==> src/rtl/phase_pkg.sv <==
// Shared definitions for the phase sequencer: one-hot phase bit positions and
// the sequencer state encoding.
package phase_pkg;

  localparam int PHASE_W = 5;
  localparam int F_IDX   = 0;
  localparam int R_IDX   = 1;
  localparam int X_IDX   = 2;
  localparam int M_IDX   = 3;
  localparam int W_IDX   = 4;

  typedef enum logic [2:0] {
    S_IDLE,
    S_FWAIT,
    S_F,
    S_R,
    S_X,
    S_M,
    S_W,
    S_HALTED
  } state_e;

  // IDLE, FWAIT and HALTED drive no phase bit.
  function automatic logic [PHASE_W-1:0] phase_of(input state_e s);
    logic [PHASE_W-1:0] p;
    p = '0;
    case (s)
      S_F:     p[F_IDX] = 1'b1;
      S_R:     p[R_IDX] = 1'b1;
      S_X:     p[X_IDX] = 1'b1;
      S_M:     p[M_IDX] = 1'b1;
      S_W:     p[W_IDX] = 1'b1;
      default: p = '0;
    endcase
    return p;
  endfunction

endpackage

==> src/rtl/phase_gen_if.sv <==
// Control/status bundle between the phase sequencer (slave) and the logic that
// requests execution and observes the phase bus (master).
interface phase_gen_if #(
  parameter int CNT_W = 16
);
  logic             run;
  logic             step_mode;
  logic             imem_ready;
  logic             dmem_busy;
  logic             halt_req;
  logic [4:0]       phase;
  logic             busy;
  logic             halted;
  logic [CNT_W-1:0] instr_cnt;
  logic [CNT_W-1:0] stall_cnt;

  modport master (
    output run, step_mode, imem_ready, dmem_busy, halt_req,
    input  phase, busy, halted, instr_cnt, stall_cnt
  );

  modport slave (
    input  run, step_mode, imem_ready, dmem_busy, halt_req,
    output phase, busy, halted, instr_cnt, stall_cnt
  );
endinterface

==> src/rtl/phase_gen.sv <==
// Multi-cycle F/R/X/M/W sequencer with fetch bubbles, M-hold on data memory,
// a sticky halt and debug retire/stall counters. All outputs are registered.
module phase_gen
  import phase_pkg::*;
#(
  parameter int CNT_W = 16
) (
  input  logic        clk,
  input  logic        rst,
  phase_gen_if.slave  bus
);

  state_e             state_q, state_d;
  logic               halt_lat_q, halt_lat_d;
  logic [PHASE_W-1:0] phase_q, phase_d;
  logic               busy_q, busy_d;
  logic               halted_q, halted_d;
  logic [CNT_W-1:0]   instr_cnt_q, instr_cnt_d;
  logic [CNT_W-1:0]   stall_cnt_q, stall_cnt_d;

  function automatic logic [CNT_W-1:0] sat_inc(input logic [CNT_W-1:0] v);
    return (&v) ? v : v + CNT_W'(1);
  endfunction

  always_comb begin
    state_d     = state_q;
    halt_lat_d  = halt_lat_q;
    instr_cnt_d = instr_cnt_q;
    stall_cnt_d = stall_cnt_q;
    case (state_q)
      S_IDLE: begin
        if (bus.run) state_d = bus.imem_ready ? S_F : S_FWAIT;
      end
      S_FWAIT: begin
        stall_cnt_d = sat_inc(stall_cnt_q);
        if (bus.imem_ready) state_d = S_F;
      end
      S_F: state_d = S_R;
      S_R: state_d = S_X;
      S_X: begin
        state_d = S_M;
        if (bus.halt_req) halt_lat_d = 1'b1;
      end
      S_M: begin
        if (bus.dmem_busy) stall_cnt_d = sat_inc(stall_cnt_q);
        else               state_d     = S_W;
      end
      S_W: begin
        instr_cnt_d = instr_cnt_q + CNT_W'(1);
        // The halting instruction still retires before the sequencer stops.
        if (halt_lat_q)          state_d = S_HALTED;
        else if (bus.step_mode)  state_d = S_IDLE;
        else if (bus.imem_ready) state_d = S_F;
        else                     state_d = S_FWAIT;
      end
      S_HALTED: state_d = S_HALTED;
      default:  state_d = S_IDLE;
    endcase

    // Outputs are decoded from the next state so they change on the same edge.
    phase_d  = phase_of(state_d);
    busy_d   = (state_d != S_IDLE) && (state_d != S_HALTED);
    halted_d = (state_d == S_HALTED);
  end

  always_ff @(posedge clk or posedge rst) begin
    if (rst) begin
      state_q     <= S_IDLE;
      halt_lat_q  <= 1'b0;
      phase_q     <= '0;
      busy_q      <= 1'b0;
      halted_q    <= 1'b0;
      instr_cnt_q <= '0;
      stall_cnt_q <= '0;
    end else begin
      state_q     <= state_d;
      halt_lat_q  <= halt_lat_d;
      phase_q     <= phase_d;
      busy_q      <= busy_d;
      halted_q    <= halted_d;
      instr_cnt_q <= instr_cnt_d;
      stall_cnt_q <= stall_cnt_d;
    end
  end

  assign bus.phase     = phase_q;
  assign bus.busy      = busy_q;
  assign bus.halted    = halted_q;
  assign bus.instr_cnt = instr_cnt_q;
  assign bus.stall_cnt = stall_cnt_q;

endmodule

==> src/flat_wrapper.sv <==
// flat-port wrapper written by rule: the top's interface ports become plain ports
module phase_gen_flat import phase_pkg::*;
#(
  parameter int CNT_W = 16
)
  (clk, rst, bus_run, bus_step_mode, bus_imem_ready, bus_dmem_busy, bus_halt_req, bus_phase, bus_busy, bus_halted, bus_instr_cnt, bus_stall_cnt);
  phase_gen_if #(.CNT_W(CNT_W)) bus_i ();
  input  logic clk;
  input  logic rst;
  input wire logic [$bits(bus_i.run)-1:0] bus_run;
  input wire logic [$bits(bus_i.step_mode)-1:0] bus_step_mode;
  input wire logic [$bits(bus_i.imem_ready)-1:0] bus_imem_ready;
  input wire logic [$bits(bus_i.dmem_busy)-1:0] bus_dmem_busy;
  input wire logic [$bits(bus_i.halt_req)-1:0] bus_halt_req;
  output wire logic [$bits(bus_i.phase)-1:0] bus_phase;
  output wire logic [$bits(bus_i.busy)-1:0] bus_busy;
  output wire logic [$bits(bus_i.halted)-1:0] bus_halted;
  output wire logic [$bits(bus_i.instr_cnt)-1:0] bus_instr_cnt;
  output wire logic [$bits(bus_i.stall_cnt)-1:0] bus_stall_cnt;
  assign bus_i.run = bus_run;
  assign bus_i.step_mode = bus_step_mode;
  assign bus_i.imem_ready = bus_imem_ready;
  assign bus_i.dmem_busy = bus_dmem_busy;
  assign bus_i.halt_req = bus_halt_req;
  assign bus_phase = bus_i.phase;
  assign bus_busy = bus_i.busy;
  assign bus_halted = bus_i.halted;
  assign bus_instr_cnt = bus_i.instr_cnt;
  assign bus_stall_cnt = bus_i.stall_cnt;
  phase_gen #(.CNT_W(CNT_W)) u_core (.clk(clk), .rst(rst), .bus(bus_i));
endmodule
==> config.mk <==
export PLATFORM = sky130hd
export DESIGN_NAME = phase_gen_flat
export DESIGN_NICKNAME = d
export VERILOG_FILES = /design/src/rtl/phase_pkg.sv /design/src/rtl/phase_gen_if.sv /design/src/rtl/phase_gen.sv /design/src/flat_wrapper.sv
export SDC_FILE = /design/constraint.sdc
export NUM_CORES = 1
export LEC_CHECK = 0
export CORE_MARGIN = 4
export CORE_UTILIZATION = 45
export CTS_CLUSTER_SIZE = 14
export DETAILED_ROUTE_END_ITERATION = 7
export PLACE_DENSITY = 0.84
export SLEW_MARGIN = 20
export SYNTH_ARGS = -nofsm -noshare
export SYNTH_HDL_FRONTEND = slang
export SYNTH_SLANG_ARGS = --single-unit
==> constraint.sdc <==
create_clock -name clk -period 1.57 [get_ports clk]
set_input_delay 0.314 -clock clk [delete_from_list [all_inputs] [get_ports clk]]
set_output_delay 0.314 -clock clk [all_outputs]
set_load 0.1 [all_outputs]
==> impl_metrics.yaml <==
timing:
  fin_setup_tns_ns: -0.470
  finClkSkew_ns: 0.00920
  setup_viol: 7
  min_period_ns: 1.69
  rsz0062_at_grt: "yes"
  setup_slack_ns: -0.121
  max_slew_margin_pct: 78.8
  finalCritPeriodShare_pct: 108
  drv_slew: 0
  worst_pin_slew_ns: 0.316
  hold_viol: 0
  clock.fmax_ghz: 0.591
logic_synthesis:
  ys_types: 40
  synth.yosys.seq_area_share_pct: 53.4
  netlist_instances: 179
  synth_area_leaders: "dfrtp_1, xnor2_1, xor2_1"
  synth_edf_count: 0
  synth_area_leader_cell: "dfrtp_1"
  synth_top_cell_area_share_pct: 53.4
  avgSynthCellArea_um2: 11.3
  synth_fp_nets: 188
  ys_top_cells_by_count: "dfrtp_1, xnor2_1, nand2_1, nand3_1"
  synth_ff_type: "dfrtp_1"
  synth_most_common_cell: "dfrtp_1"
  ys_warn_count: 0
  ys_ff_latch: 43
  syn_area_mm2: 0.00202
  async_flop_share_pct: 100
floorplan:
  ioPinCount: 46
  core_area_mm2: 0.00435
  die_w_um: 74.9
  die_y_um: 74.9
  start_util_pct: 46.3
  die_area_mm2: 0.00561
  rows: 24
layout:
  layout.nets: 261
  drive_gt1_share_pct: 51.8
  syn_to_final_growth_pct: 69.8
  fillers: 255
  antenna_cells: 0
  stdcell_count: 305
pwr:
  p_leak_nw: 1.48
  total_power_w: 0.00555
  cellPowerDensity_mw_per_mm2: 1620
  peakVddDrop_mv: 1.52
clocking:
  clock_sinks: 43
  cts-buffers-inserted: 5
  clk_latency_ns: 0.31
  clockBufferDepth: 2
  cts-root-buf: "clkbuf_8"
  path_clk_slew_ns: 0.08
  hold_buffers: 0
  htree_levels: 2
  cts_tree: "done"
status:
  violations: "setup timing"
  status: "complete, but fails checks"
flow_run:
  cap_violations: 0
setup_path:
  worstSetupPathType: "reg2reg"
  crit_top_cell: "and3_4"
  crit_path_end_kind: "register"
  worstPathRequired_ns: 1.79
  critPathArrivalTime_ns: 1.91
  path_max_fanout: 5
  startpoint_type: "register"
  cpPeakStageDelay_ns: 0.51
  crit_slowest_cell: "dfrtp_4"
  path_cells: "ha_4, and3_4, and3_4, a21oi_4, and4_1, xor2_1"
routing:
  avgRoutedWirePerCell_um: 15.4
  vias_per_cell: 5.14
  via_count: 1569
  dr.max_layer_used: "met4"
  met2WireLength_um: 2540
  drc: 0
  drt_wl_total_um: 4710
  wl_met3_um: 169
  antenna_left: 0
  drt-pass1-iter-count: 4
  initialDrtViolationCount: 104
  met1Wirelength_um: 1900
grt:
  gr-total-overflow: 0
  grt_pass1_wl_um: 7440
  grt_pass1_vias: 1501
  grt_max_degree: 44
  grt_use_total_pct: 18.3
  antenna_found_initial: 0
place:
  place_inst: 294
  dp_hpwl_um: 3460
  dp_slack_ns: -0.285
  port_buffers: 45
  gp_congestion: 0.820
hold_path:
  hold_class: "in2async"
## cells by family after synthesis
group	count (synthesis)	synth area share [%]
fa+ha+maj	2	1.24
compound gates	18	6.52
buf+inv	14	3.17
mux	3	1.61
xor+xnor	30	13.0
simple gates	69	21.0
flops	43	53.4
## cells in the final DEF, fill, tap and decap left out, drive strengths merged
master	synthesis	layout
and3b	1	1
nor2	11	11
bufinv	0	1
dfrtp	43	43
nor3	7	7
inv	10	10
nand2	15	15
and2	1	1
nand4	6	6
o21ai	5	5
nand3	15	15
a31oi	1	1
clkinv	0	1
clkdlybuf4s50	0	6
a41o	1	1
clkbuf	0	6
o22ai	1	1
and4	4	4
mux2i	1	1
a22oi	1	1
ha	2	2
xor2	11	11
o31ai	1	1
buf	4	64
and3	5	5
a21oi	4	4
a221oi	2	2
nand2b	2	2
xnor2	19	19
nor4	1	1
a211oi	2	2
mux2	2	2
nor2b	1	1
## flip-flops by register name (all words and copies together), names as in the netlist
register	count
u_core.bus.phase	5
u_core.bus.instr_cnt	16
u_core.state_q	3
u_core.halt_lat_q	1
u_core.bus.busy	1
u_core.bus.stall_cnt	16
u_core.bus.halted	1
## through the flow
step,cell area [um2],hold slack (ns),utilization [%]
6_report,3420,0.362,78.6
5_1_grt,3420,0.377,78.6
4_1_cts,3360,0.371,77.2
3_5_place_dp,3230,0.514,74.3
3_3_place_gp,3230,0.492,74.3
2_1_floorplan,2180,0.466,-
## layer usage
| layer | vias up | global-route usage [%] |
|---|---|---|
| li1 | 765 | - |
| met1 | 765 | 22.0 |
| met2 | 32 | 30.8 |
| met3 | 7 | 5.74 |
| met4 | 0 | 7.11 |
| met5 | - | 0 |
## power by group
| group | switching [W] | leakage [nW] | total [W] | internal [W] |
|---|---|---|---|---|
| sequential | 0.000296 | 0.512 | 0.00168 | 0.00138 |
| combinational | 0.00184 | 0.907 | 0.00297 | 0.00113 |
| clock | 0.000385 | 0.0612 | 0.000899 | 0.000515 |
## timing repair
item,CTS,global route
setup endpoints to repair,14,20
buffers inserted,1,2
gates resized for setup,2,9
pin swaps,4,7
## cell type report
class / count / area, um2 / area share (%)
well taps: 52 / 65.1 / 1.90
repair buffers: 70 / 1040 / 30.4
multi-input cells: 122 / 1000 / 29.3
clock inverters: 2 / 35.0 / 1.02
flip-flops and latches: 43 / 1160 / 33.8
inverters: 10 / 37.5 / 1.10
clock buffers: 6 / 82.6 / 2.41
## worst max-delay path, delay by kind of cell (launching register included)
family	cells	cell delay, ns
and+or+nand+nor	3	0.60
DFF	1	0.51
AOI/OAI and AO/OA	1	0.18
adders and majority gates	1	0.17
xor gates and xnor gates	1	0.15
## path summary, 6_finish.rpt
kind                                         start                       to  slack (ns)  depth (start not counted)
min reg2reg                      u_core.halt_lat_q        u_core.halt_lat_q        0.52                          1
max                        u_core.bus.stall_cnt[1]  u_core.bus.stall_cnt[3]       -0.12                          6
max reg2reg                u_core.bus.stall_cnt[1]  u_core.bus.stall_cnt[3]       -0.12                          6
min in group clk                 u_core.halt_lat_q        u_core.halt_lat_q        0.52                          1
max in group asynchronous                      rst  u_core.bus.stall_cnt[0]        0.99                          3
min                                            rst        u_core.halt_lat_q        0.36                          3
Note: power is estimated with default switching activity, not from simulation.
